$ cat config.mk
export PLATFORM = sky130hd
export DESIGN_NAME = result_fifo_drain_adapter
export DESIGN_NICKNAME = d
export VERILOG_FILES = /design/src/rtl/result_drain_pkg.sv /design/src/rtl/result_fifo_drain_adapter_buffer.sv /design/src/rtl/result_fifo_drain_adapter.sv
export SDC_FILE = /design/constraint.sdc
export NUM_CORES = 1
export LEC_CHECK = 0
export ABC_AREA = 1
export BUFFER_PORTS_ARGS = -buffer_cell sky130_fd_sc_hd__buf_4
export CAP_MARGIN = 20
export CELL_PAD_IN_SITES_DETAIL_PLACEMENT = 1
export CELL_PAD_IN_SITES_GLOBAL_PLACEMENT = 1
export CORE_UTILIZATION = 36
export CTS_BUF_LIST = sky130_fd_sc_hd__clkbuf_16
export DETAILED_ROUTE_END_ITERATION = 6
export GPL_TIMING_DRIVEN = 0
export PLACE_DENSITY_LB_ADDON = 0.1
export SYNTH_ARGS = -nofsm -noshare
export SYNTH_HDL_FRONTEND = slang
export SYNTH_SLANG_ARGS = --single-unit
export TNS_END_PERCENT = 50
$ cat constraint.sdc
create_clock -name clk -period 1.5 [get_ports clk]
set_input_delay 0.225 -clock clk [delete_from_list [all_inputs] [get_ports clk]]
set_output_delay 0.225 -clock clk [all_outputs]
set_load 0.02 [all_outputs]
$ cat src/rtl/result_drain_pkg.sv
// Shared types for the result FIFO drain adapter.
// Occupancy encoding and counter width.
package result_drain_pkg;
  localparam int COUNT_WIDTH = 32;

  typedef enum logic [1:0] {
    OCC_EMPTY,
    OCC_ONE,
    OCC_TWO
  } occ_t;
endpackage

$ cat src/rtl/result_fifo_drain_adapter_buffer.sv
// Two-entry registered buffer of {data, seq}.
// Head is always presented; tail is only used in OCC_TWO.
module two_entry_tagged_buffer
  import result_drain_pkg::*;
#(
  parameter int WIDTH     = 32,
  parameter int SEQ_WIDTH = 8
) (
  input  logic                 clk,
  input  logic                 rst,
  input  logic                 push,
  input  logic [WIDTH-1:0]     push_data,
  input  logic [SEQ_WIDTH-1:0] push_seq,
  input  logic                 pop,
  output logic [WIDTH-1:0]     head_data,
  output logic [SEQ_WIDTH-1:0] head_seq,
  output occ_t                 occ
);
  localparam int EW = WIDTH + SEQ_WIDTH;

  occ_t          occ_q, occ_d;
  logic [EW-1:0] head_q, head_d;
  logic [EW-1:0] tail_q, tail_d;
  logic [EW-1:0] entry;

  assign entry = {push_data, push_seq};

  always_ff @(posedge clk or negedge rst) begin
    if (!rst) begin
      occ_q  <= OCC_EMPTY;
      head_q <= '0;
      tail_q <= '0;
    end else begin
      occ_q  <= occ_d;
      head_q <= head_d;
      tail_q <= tail_d;
    end
  end

  always_comb begin
    occ_d  = occ_q;
    head_d = head_q;
    tail_d = tail_q;
    unique case (occ_q)
      OCC_EMPTY: begin
        if (push) begin
          head_d = entry;
          occ_d  = OCC_ONE;
        end
      end
      OCC_ONE: begin
        if (push && pop) begin
          head_d = entry;
        end else if (push) begin
          tail_d = entry;
          occ_d  = OCC_TWO;
        end else if (pop) begin
          occ_d = OCC_EMPTY;
        end
      end
      OCC_TWO: begin
        if (pop) begin
          head_d = tail_q;
          occ_d  = OCC_ONE;
        end
      end
      default: occ_d = OCC_EMPTY;
    endcase
  end

  assign head_data = head_q[EW-1:SEQ_WIDTH];
  assign head_seq  = head_q[SEQ_WIDTH-1:0];
  assign occ       = occ_q;
endmodule

$ cat src/rtl/result_fifo_drain_adapter.sv
// Drains a show-ahead result FIFO into a tagged valid/ready stream.
// Pop depends only on empty/stall and registered occupancy.
module result_fifo_drain_adapter
  import result_drain_pkg::*;
#(
  parameter int WIDTH     = 32,
  parameter int SEQ_WIDTH = 8
) (
  input  logic                   clk,
  input  logic                   rst,
  input  logic                   empty_in,
  input  logic [WIDTH-1:0]       data_in,
  output logic                   rden_out,
  input  logic                   stall_in,
  output logic                   valid_out,
  output logic [WIDTH-1:0]       data_out,
  output logic [SEQ_WIDTH-1:0]   seq_out,
  input  logic                   ready_in,
  output logic [COUNT_WIDTH-1:0] count_out
);
  occ_t                   occ;
  logic                   xfer;
  logic [SEQ_WIDTH-1:0]   seq_q;
  logic [COUNT_WIDTH-1:0] count_q;

  assign rden_out  = rst && !stall_in && !empty_in
                   && (occ != OCC_TWO);
  assign valid_out = (occ != OCC_EMPTY);
  assign xfer      = valid_out && ready_in;
  assign count_out = count_q;

  two_entry_tagged_buffer #(
    .WIDTH     (WIDTH),
    .SEQ_WIDTH (SEQ_WIDTH)
  ) u_buf (
    .clk       (clk),
    .rst       (rst),
    .push      (rden_out),
    .push_data (data_in),
    .push_seq  (seq_q),
    .pop       (xfer),
    .head_data (data_out),
    .head_seq  (seq_out),
    .occ       (occ)
  );

  always_ff @(posedge clk or negedge rst) begin
    if (!rst) begin
      seq_q   <= '0;
      count_q <= '0;
    end else begin
      if (rden_out) seq_q <= seq_q + 1'b1;
      if (xfer) count_q <= count_q + 1'b1;
    end
  end
endmodule

After elaboration in Yosys (flattened, before gate mapping). Cells that the tools add are included.

Input port bits: 37. Bits in registers: 122.

Muxes and demuxes: 10. Bitwise gates (word level): 1. Equal/unequal tests: 8. Reductions and logical operators: 13. Add/sub/neg operators: 2.

Operator list (number): $mux W40 (3); $pmux W40 S3 (1); $add A32 B1 Y32 const B (1); $mux W2 (5); $add A8 B1 Y8 const B (1); $reduce_and A4 Y1 (2); $ne A2 B1 Y1 const B (3); $pmux W2 S3 (1); $logic_and A1 B1 Y1 (5); $ne A2 B2 Y1 const B (2); $ne A3 B1 Y1 const B (1); $reduce_and A3 Y1 (1); $reduce_bool A3 Y1 (1); $eq A2 B1 Y1 const B (1); $eq A2 B2 Y1 const B (1); $logic_not A1 Y1 (2); $logic_not A2 Y1 (1); $reduce_bool A2 Y1 (1); $not A1 Y1 (1).

Depth between registers and ports, before layout. Gate-level depths: netlist of the first run.

Depth in word-level cells: 7. Depth in mapped cells: 9. Depth with buffers taken out: 9.

Modules after synthesis. Synthesis of the first run repeated with hierarchy kept, for this count alone.

Cells, all modules: 783. Area, all modules: 6040.8 um^2.

By module, submodules not included: two_entry_tagged_buffer (area each 3784.9 um^2, sequential area each 2052.0 um^2, cells an instance 494, times used 1); result_fifo_drain_adapter (area each 2255.9 um^2, sequential area each 1001.0 um^2, cells an instance 289, times used 1).

Least setup slack after synthesis of the first run. OpenSTA, ideal clock, no wires.

Kind: reg2reg. Start point: reg count_q[1], in the netlist count_out[1]. End point: reg count_q[24], in the netlist count_out[24]. Period minus slack after synthesis: 1.622 ns. Arrival time: 1.499 ns. Buffers on the path: 0. Stages on the path, launching flop included: 9. Library setup time: 0.123 ns. Setup slack: -0.122 ns. Path through: dfrtp_1 ha_1 nand3_1 nor2_1 nand2_1 nor2_2 nand2_1 o21ai_0 nand2_1.

Longest elaborated chain between the ends: 1.

RTL lines: start, declared (line result_fifo_drain_adapter.sv:24) `logic [COUNT_WIDTH-1:0] count_q;`; start signal, assigned (line result_fifo_drain_adapter.sv:53) `if (xfer) count_q <= count_q + 1'b1;`; $add A32 B1 Y32 (line result_fifo_drain_adapter.sv:53).

No other way between the ends. A chain may end at the register's enable or synchronous reset.

Worst setup path in the final report of the first run.
Start point: reg u_buf.occ_q[1], in the netlist u_buf.occ[1]. End point: out rden_out.

Longest elaborated chain between the ends: 2.

RTL lines: start, declared (line result_fifo_drain_adapter_buffer.sv:21) `occ_t occ_q, occ_d;`; start signal, assigned (line result_fifo_drain_adapter_buffer.sv:30) `occ_q <= OCC_EMPTY;`; start signal, assigned (line result_fifo_drain_adapter_buffer.sv:34) `occ_q <= occ_d;`; $ne A2 B2 Y1 (line result_fifo_drain_adapter.sv:27) `&& (occ != OCC_TWO);`; $logic_and A1 B1 Y1 (line result_fifo_drain_adapter.sv:27); end, declared (line result_fifo_drain_adapter.sv:13) `output logic rden_out,`.

No other way between the ends.

==> metrics.log, run 1 <==
[metrics] result of the run: finished, violations left
[metrics] violations in the final reports: hold timing, setup timing
[metrics] required time reported for the critical path endpoint: 1.27 ns
[metrics] placeable core region: 0.01520 mm2
[metrics] Post-Synthesis Mean Instance Area: 8.007 um2
[metrics] height of the die: 126.9 um
[metrics] routability cong.: 0.8000
[metrics] number of antenna violations at the first check in global routing: 0
[metrics] per-cell via count in the routed design: 4.859
[metrics] Inserted Clock Buffers: 17
[metrics] DRC Markers: 0
[metrics] placed wire-length estimate: 11260 um
[metrics] critical path cell sequence: inv_4 -> nor2_4 -> buf_6 -> nor2_4 -> buf_6
[metrics] total routed wirelength: 16720 um
[metrics] sequential share of power: 40.5%
[metrics] final net count: 893
[metrics] setup repair after global routing missed its margin: true
[metrics] endpoint class of the critical path: output pin
[metrics] startpoint type of the worst setup path: flip-flop
[metrics] latest clock arrival within the worst-skew pair: 0.42 ns
[metrics] NetSw: 3.795 mW
[metrics] clock network fraction of total power: 33.5%
[metrics] width of the die: 126.9 um
[metrics] number of global-route vias before repair: 5527
[metrics] number of cells produced by synthesis: 701
[metrics] largest delay contributor family on the critical path: flip-flops
[metrics] slew at the pin with the worst max-slew slack: 0.3852 ns
[metrics] power density relative to cell area: 1529 mW/mm2
[metrics] TritonCTS Sinks: 122
[metrics] overflow left after global routing: 0
[metrics] Sw Ratio: 31.96%
[metrics] starting DRC count in detailed routing: 214
[metrics] setup slack of the critical path after layout: -0.09411 ns
[metrics] overall routing resource usage: 21.87%
[metrics] slowest cell delay on critical path: 0.45 ns
[metrics] most common library cell in the layout ignoring fill and taps: sky130_fd_sc_hd__nand2_1
[metrics] count of cell types in the netlist: 22
[metrics] Post-Syn Area: 0.005613 mm2
[metrics] Critical Path Fanout Max: 7
[metrics] maximum resistive drop on vdd: 0.0008890 V
[metrics] buffer cell driving the clock tree root: sky130_fd_sc_hd__clkbuf_16
[metrics] row cnt: 45
[metrics] area enclosed by the die boundary: 0.01609 mm2
[metrics] Static Leak: 4.016 nW
[metrics] count of max-cap constraint violations: 0
[metrics] total iterations of the first detailed-routing run: 4
[metrics] flip-flop and latch count after synthesis: 122
[metrics] syn_nets: 740
[metrics] total number of H-tree levels: 4
[metrics] number of I/O pins: 111
[metrics] count of final setup violators: 22
[metrics] sequential area share after synthesis: 54.39%
[metrics] minimum hold slack: -0.3338 ns
[metrics] Final Power: 11.87 mW
[metrics] clock transition at the register clock pins on the worst setup and hold paths after CTS: 0.05 ns
[metrics] TritonCTS clock tree: yes
[metrics] average routed wire per standard cell: 15.88 um
[metrics] Min-Delay Path Class: in2async
[metrics] slowest CP cell: sky130_fd_sc_hd__dfrtp_2
[metrics] IO buf count: 110
[metrics] vias: 5117
[metrics] antenna-violating nets left: 0
[metrics] Fin. Hold Viols: 50
[metrics] share of total power in combinational logic: 26.0%
[metrics] largest net degree at the start of global routing: 74
[metrics] end-of-flow core utilization: 51.07%
[metrics] fraction of layout cells with a size suffix above 1: 26.82%
[metrics] final critical-path required period: 1.594 ns
[metrics] count of inserted antenna diode cells: 0
[metrics] achievable clock frequency: 0.6273 GHz
[metrics] Setup CP Type: reg2out
[metrics] wire length of the first global-routing pass: 27280 um
[metrics] Yosys Warn Count: 0
[metrics] Final period util: 106.3%
[metrics] Buf/Inv on CP: 3
[metrics] Clock Tree Buf Depth: 2
[metrics] most frequent cells in the layout: sky130_fd_sc_hd__nand2_1, sky130_fd_sc_hd__buf_4, sky130_fd_sc_hd__dfrtp_1
[metrics] Area Growth Syn to Fin: 38.32%
[metrics] fin. max-slew vios: 0
[metrics] Int Pwr: 8.077 mW
[metrics] WP data arrival: 1.37 ns
[metrics] Max transition margin: 74.32%
[metrics] Initial Util: 36.92%
[metrics] Worst Clk Skew: 0.008827 ns
==> registers in the layout, summed over array words and instances (netlist names) <==
name          flops
count_out        32
seq_q             8
u_buf.head_q     40
u_buf.occ         2
u_buf.tail_q     40
==> cell usage after synthesis, drive strengths merged <==
cell | instances | share of area, %
o221ai | 1 | 0.16
buf | 12 | 1.1
o21bai | 1 | 0.13
clkbuf | 12 | 0.80
ha | 2 | 0.45
nand3b | 3 | 0.40
xnor2 | 7 | 1.1
xor2 | 20 | 3.1
inv | 71 | 4.7
nand2 | 265 | 18
nand4 | 10 | 1.1
nor3 | 7 | 0.62
dfrtp | 122 | 54
a21oi | 20 | 1.9
o21ai | 65 | 5.8
nor2 | 65 | 4.7
nand3 | 18 | 1.7
==> worst register-to-register path, delay by kind of cell (launching register included) <==
family | cells | cell delay, ns
flip-flops | 1 | 0.42
AND/OR/NAND/NOR | 7 | 0.73
buffers and inverters | 2 | 0.31
==> layout make-up <==
class | count | area [um2]
inverter | 71 | 269.0
clock inverter | 13 | 138.9
tap | 188 | 235.2
sequential | 122 | 3063
clock buffer | 17 | 425.4
buffer | 24 | 165.2
timing repair buffer | 134 | 1061
multi-input combinational | 484 | 2406
fill | 1826 | 7438
==> routing by layer <==
| layer | global-route usage (%) | share of wire [%] |
|---|---|---|
| met5 | 0 | 0 |
| met4 | 7.913 | 1.8 |
| met3 | 4.175 | 2.7 |
| met2 | 39.56 | 52 |
| met1 | 25.74 | 44 |
==> stage by stage <==
step	TNS, ns	worst slack [ns]	std cells	cell area, um2
floorplan	-0.04192	-0.04192	701	5620
global placement	-183.79	-1.953	999	6681
detailed placement	-67.02	-0.9933	1000	6713
CTS	-1.565	-0.08392	1047	7604
global route	-9.582	-0.1731	1053	7764
finish	-0.5758	-0.09411	1053	7764
==> path summary, 6_finish.rpt <==
kind | startpoint | to | slack [ns] | depth (start not counted)
worst max-delay path | u_buf.occ[1]$_DFFE_PN0P_ | rden_out | -0.09 | 5
worst min-delay path | rst | u_buf.tail_q[26]$_DFFE_PN0P_ | -0.33 | 1
worst max register to register | u_buf.occ[1]$_DFFE_PN0P_ | count_out[21]$_DFFE_PN0P_ | -0.07 | 9
worst min register to register | u_buf.head_q[26]$_DFFE_PN0P_ | u_buf.head_q[26]$_DFFE_PN0P_ | 0.47 | 2
max in group asynchronous | rst | count_out[25]$_DFFE_PN0P_ | 1.17 | 2
min in group clk | ready_in | u_buf.occ[1]$_DFFE_PN0P_ | 0.05 | 2
==> repair_timing <==
item	in CTS	in global routing
resized for setup	62	46
setup buffers	17	6
pin swaps	8	12
endpoints found under the hold margin	49	49
cloned	0	0
endpoints found under the setup margin	107	110
==> power groups by stage <==
| stage | Combinational [mW] | Clock [mW] | Sequential, mW |
|---|---|---|---|
| 3_5_place_dp | 2.83 | 0 | 4.85 |
| 5_1_grt | 3.44 | 4.18 | 4.92 |
| 6_report | 3.09 | 3.98 | 4.81 |
| 3_3_place_gp | 2.72 | 0 | 4.78 |
| 4_1_cts | 3.07 | 4.06 | 4.81 |
| 2_1_floorplan | 1.10 | 0 | 5.26 |
==> logic make-up after synthesis <==
family,after synthesis,synth area share [%]
AO/OA/AOI/OAI,87,7.936
adder cells (fa/ha/maj),2,0.4458
flip-flops,122,54.39
buffers and inverters,95,6.621
AND/OR/NAND/NOR,368,26.39
XOR/XNOR,27,4.213
Power figures use the tool's default switching activity.
==> run 2: changes to the inputs <==
CORE_UTILIZATION = 30   (was 36)
SYNTH_HIERARCHICAL = 1   (was unset)
==> run 2 against run 1 <==
The run still ends with hold timing, setup timing left. Utilization down 5.3 points. Via count up 14%. First-iteration DRC count down 8.9%. Setup slack worse by 0.21 ns. Power up 21%. Die area up 29%. Maximum frequency down 12%. Cell area up 15%. Largest cell class is now multi-input gates. Highest routed layer unchanged.
==> metrics.log, run 2 <==
[metrics] Static Leak: 4.615 nW (+15%)
[metrics] result of the run: finished, violations left
[metrics] most frequent cells in the layout: sky130_fd_sc_hd__nand2_1, sky130_fd_sc_hd__buf_4, sky130_fd_sc_hd__dfrtp_1
[metrics] IO buf count: 110 (unchanged)
[metrics] routability cong.: 0.7945 (-0.69%)
[metrics] fraction of synthesis flops using an asynchronous set or reset pin: 100.0% (unchanged)
[metrics] starting DRC count in detailed routing: 195 (-8.9%)
[metrics] top metal layer carrying routed signals: met4
[metrics] clock transition at the register clock pins on the worst setup and hold paths after CTS: 0.06 ns (about the same)
[metrics] Yosys Warn Count: 6 (+6)
[metrics] sequential share of power: 36.1% (-4.4 points)
[metrics] cell taking the most area after synthesis: sky130_fd_sc_hd__dfrtp_1
[metrics] count of inserted antenna diode cells: 0 (unchanged)
[metrics] setup repair after global routing missed its margin: true
[metrics] Area Growth Syn to Fin: 48.30%
[metrics] largest delay contributor family on the critical path: buffers and inverters
[metrics] power density relative to cell area: 1603 mW/mm2 (+4.8%)
[metrics] startpoint type of the worst setup path: flip-flop
[metrics] Met2 Wirelength: 9881 um (+14%)
[metrics] Post-Syn Area: 0.006041 mm2 (+7.6%)
[metrics] slew at the pin with the worst max-slew slack: 0.5300 ns (+0.1448 ns)
[metrics] most common library cell in the layout ignoring fill and taps: sky130_fd_sc_hd__nand2_1
[metrics] share of total power in combinational logic: 35.9% (+9.9 points)
[metrics] required time reported for the critical path endpoint: 1.80 ns (+0.53 ns)
[metrics] number of synthesized flops with an enable pin: 0 (unchanged)
[metrics] Inserted Clock Buffers: 17 (unchanged)
[metrics] CP dominant cell by count: sky130_fd_sc_hd__nor2_4
[metrics] cell depth of the worst flop-to-flop path: 11 (+2)
[metrics] fin. max-slew vios: 0 (unchanged)
[metrics] slowest CP cell: sky130_fd_sc_hd__dfrtp_2
[metrics] buffer cell driving the clock tree root: sky130_fd_sc_hd__clkbuf_16
[metrics] number of antenna violations at the first check in global routing: 0 (unchanged)
[metrics] count of final setup violators: 99 (+350%)
[metrics] wire length of the first global-routing pass: 31910 um (+17%)
[metrics] overall routing resource usage: 20.16% (-1.7 points)
[metrics] Critical Path Fanout Max: 5 (-2)
[metrics] Yosys top cell area share: 50.54% (-3.9 points)
[metrics] dominant cells by area after synthesis: sky130_fd_sc_hd__dfrtp_1, sky130_fd_sc_hd__nand2_1, sky130_fd_sc_hd__nand4_1
[metrics] largest net degree at the start of global routing: 64 (-14%)
[metrics] Max transition margin: 64.67% (-9.7 points)
[metrics] DRC Markers: 0 (unchanged)
[metrics] Final Power: 14.36 mW (+21%)
[metrics] TritonCTS clock tree: yes
[metrics] Initial Util: 30.84% (-6.1 points)
[metrics] minimum hold slack: -0.2208 ns (+0.1130 ns)
[metrics] maximum resistive drop on vdd: 0.0009264 V (+4.2%)
[metrics] number of cells produced by synthesis: 783 (+12%)
[metrics] Post-synth top cells: sky130_fd_sc_hd__nand2_1, sky130_fd_sc_hd__dfrtp_1, sky130_fd_sc_hd__nand3_1, sky130_fd_sc_hd__nand4_1, sky130_fd_sc_hd__inv_1
[metrics] WP data arrival: 2.11 ns (+0.74 ns)
[metrics] count of cell types in the netlist: 24 (+9.1%)
[metrics] Sw Ratio: 37.27% (+5.3 points)
[metrics] area enclosed by the die boundary: 0.02071 mm2 (+29%)
[metrics] Worst Clk Skew: 0.009378 ns (+0.0005518 ns)
[metrics] total number of H-tree levels: 4 (unchanged)
[metrics] average routed wire per standard cell: 16.63 um (+4.7%)
[metrics] placed wire-length estimate: 13690 um (+22%)
[metrics] flip-flop and latch count after synthesis: 122 (unchanged)
[metrics] total routed wirelength: 20430 um (+22%)
[metrics] final net count: 990 (+11%)
[metrics] per-cell via count in the routed design: 4.756 (-2.1%)
[metrics] layout filler cell count: 2369 (+30%)
[metrics] met3 routed WL: 720 um (+61%)
[metrics] end-of-flow core utilization: 45.73% (-5.3 points)
[metrics] metal1 wirelength: 9589 um (+31%)
[metrics] vias: 5845 (+14%)
[metrics] height of the die: 143.9 um (+13%)
[metrics] achievable clock frequency: 0.5537 GHz (-12%)
[metrics] number of global-route vias before repair: 6057 (+9.6%)
[metrics] sequential area share after synthesis: 50.54% (-3.9 points)
[metrics] final instance area: 0.008959 mm2 (+15%)
[metrics] Int Pwr: 9.006 mW (+12%)
[metrics] Fin. Hold Viols: 59 (+18%)
[metrics] final critical-path required period: 1.806 ns (+0.2118 ns)
[metrics] Clock Tree Buf Depth: 2 (unchanged)
[metrics] endpoint class of the critical path: flip-flop
[metrics] Final period util: 120.4% (+14 points)
[metrics] fraction of layout cells with a size suffix above 1: 35.06% (+8.2 points)
[metrics] setup slack of the critical path after layout: -0.3059 ns (-0.2118 ns)
[metrics] slowest cell delay on critical path: 0.43 ns (-0.02 ns)
[metrics] Min-Delay Path Class: in2async
[metrics] destination of the worst register-to-register timing path: u_buf/tail_q[31]$_DFFE_PN0P_
[metrics] Post-Synthesis Mean Instance Area: 7.715 um2 (-3.6%)
[metrics] TritonCTS Sinks: 122 (unchanged)
[metrics] latest clock arrival within the worst-skew pair: 0.42 ns (about the same)
[metrics] total iterations of the first detailed-routing run: 4 (unchanged)
[metrics] Placed Area: 0.007272 mm2 (+8.3%)
[metrics] count of max-cap constraint violations: 0 (unchanged)
[metrics] library cell with the highest instance count after synthesis: sky130_fd_sc_hd__nand2_1
[metrics] worst-case register-to-register setup slack: -0.31 ns (-0.24 ns)
[metrics] overflow left after global routing: 0 (unchanged)
[metrics] Primary FF master, synth: sky130_fd_sc_hd__dfrtp_1
[metrics] width of the die: 143.9 um (+13%)
[metrics] clock network fraction of total power: 28.0% (-5.5 points)
[metrics] syn_nets: 822 (+11%)
[metrics] antenna-violating nets left: 0 (unchanged)
[metrics] Setup CP Type: reg2reg
[metrics] number of I/O pins: 111 (unchanged)
[metrics] critical path cell sequence: buf_4 -> buf_6 -> nor2_4 -> nor2_4 -> buf_12 -> nor2_4 -> buf_12 -> nand2_8 -> clkbuf_16 -> nand2_2 -> nand2_1
[metrics] violations in the final reports: hold timing, setup timing
[metrics] NetSw: 5.351 mW (+41%)
[metrics] Buf/Inv on CP: 5 (+2)
[metrics] placeable core region: 0.01959 mm2 (+29%)
[metrics] FF-to-FF Start: u_buf/occ[0]$_DFFE_PN0P_
[metrics] row cnt: 51 (+13%)
run 2: cell count changes in the layout (fill, tap and decap cells not counted), sizes merged, moves of 4 or more:
cell	previous run	this run
clkinv	5	9
o21ai	65	2
nand2	265	376
xor2	20	15
xnor2	7	11
clkbuf	28	34
nand3	18	65
a21oi	20	0
nor2	65	48
nor3	7	3
nand4	10	53
buf	147	168
inv	74	47
run 2: kinds of logic after synthesis:
| group | Yosys count | synth area share [%] |
|---|---|---|
| fa+ha+maj | 2 | 0.4142 |
| compound gates | 2 | 0.1657 |
| flops | 122 | 50.54 |
| simple gates | 549 | 39.42 |
| xor+xnor | 26 | 3.894 |
| buf+inv | 82 | 5.572 |
run 2: routing by layer:
metal / global-route usage [%] / vias up
met3: 3.999 / 20
met2: 33.00 / 88
met4: 5.487 / 0
met5: 0 / -
li1: - / 2826
met1: 26.95 / 2911
run 2: how the worst max path moves through the flow:
stage                        startpoint                            to  slack, ns  cells past startpoint
2_1_floorplan  u_buf/occ[1]$_DFFE_PN0P_  u_buf/head_q[10]$_DFFE_PN0P_      -0.07                      8
3_3_place_gp                        rst  u_buf/head_q[38]$_DFFE_PN0P_      -2.00                      8
3_5_place_dp                        rst  u_buf/head_q[38]$_DFFE_PN0P_      -0.98                      8
4_1_cts        u_buf/occ[1]$_DFFE_PN0P_                      rden_out      -0.21                      5
5_1_grt        u_buf/occ[0]$_DFFE_PN0P_  u_buf/tail_q[31]$_DFFE_PN0P_      -0.38                     12
6_report       u_buf/occ[0]$_DFFE_PN0P_  u_buf/tail_q[31]$_DFFE_PN0P_      -0.31                     11
run 2: area by class of cell:
type / count / area (um2) / area share [%]
buffer: 36 / 374.1 / 4.176
clock inverter: 15 / 153.9 / 1.718
inverter: 45 / 171.4 / 1.913
timing repair buffer: 149 / 1334 / 14.89
multi-input combinational: 580 / 3104 / 34.65
sequential: 122 / 3064 / 34.20
tap: 265 / 331.6 / 3.701
clock buffer: 17 / 425.4 / 4.749
run 2: what timing repair did:
| item | CTS | global route |
|---|---|---|
| pin swaps | 10 | 10 |
| setup buffers | 21 | 10 |
| hold endpoints to repair | 59 | 59 |
| resized for setup | 96 | 113 |
| cloned | 3 | 5 |
| setup endpoints to repair | 106 | 112 |
run 2: metrics by stage:
stage	std cells	worst slack [ns]	hold slack (ns)	setup TNS, ns
final	1229	-0.3059	-0.2208	-20.86
after floorplan	783	-0.06820	-0.07059	-5.352
after global routing	1229	-0.3841	-0.1857	-29.99
after CTS	1215	-0.2083	-0.1963	-12.60
after global placement	1158	-2.004	0.4538	-197.00
after detailed placement	1159	-0.9807	0.2563	-72.89
run 2: power groups by stage:
stage | clock network (mW) | registers [mW] | logic (mW)
after CTS | 4.11 | 5.03 | 4.72
after floorplan | 0 | 5.54 | 1.86
final | 4.02 | 5.18 | 5.16
after detailed placement | 0 | 5.07 | 4.18
after global routing | 4.24 | 5.32 | 5.67
after global placement | 0 | 5.04 | 4.04
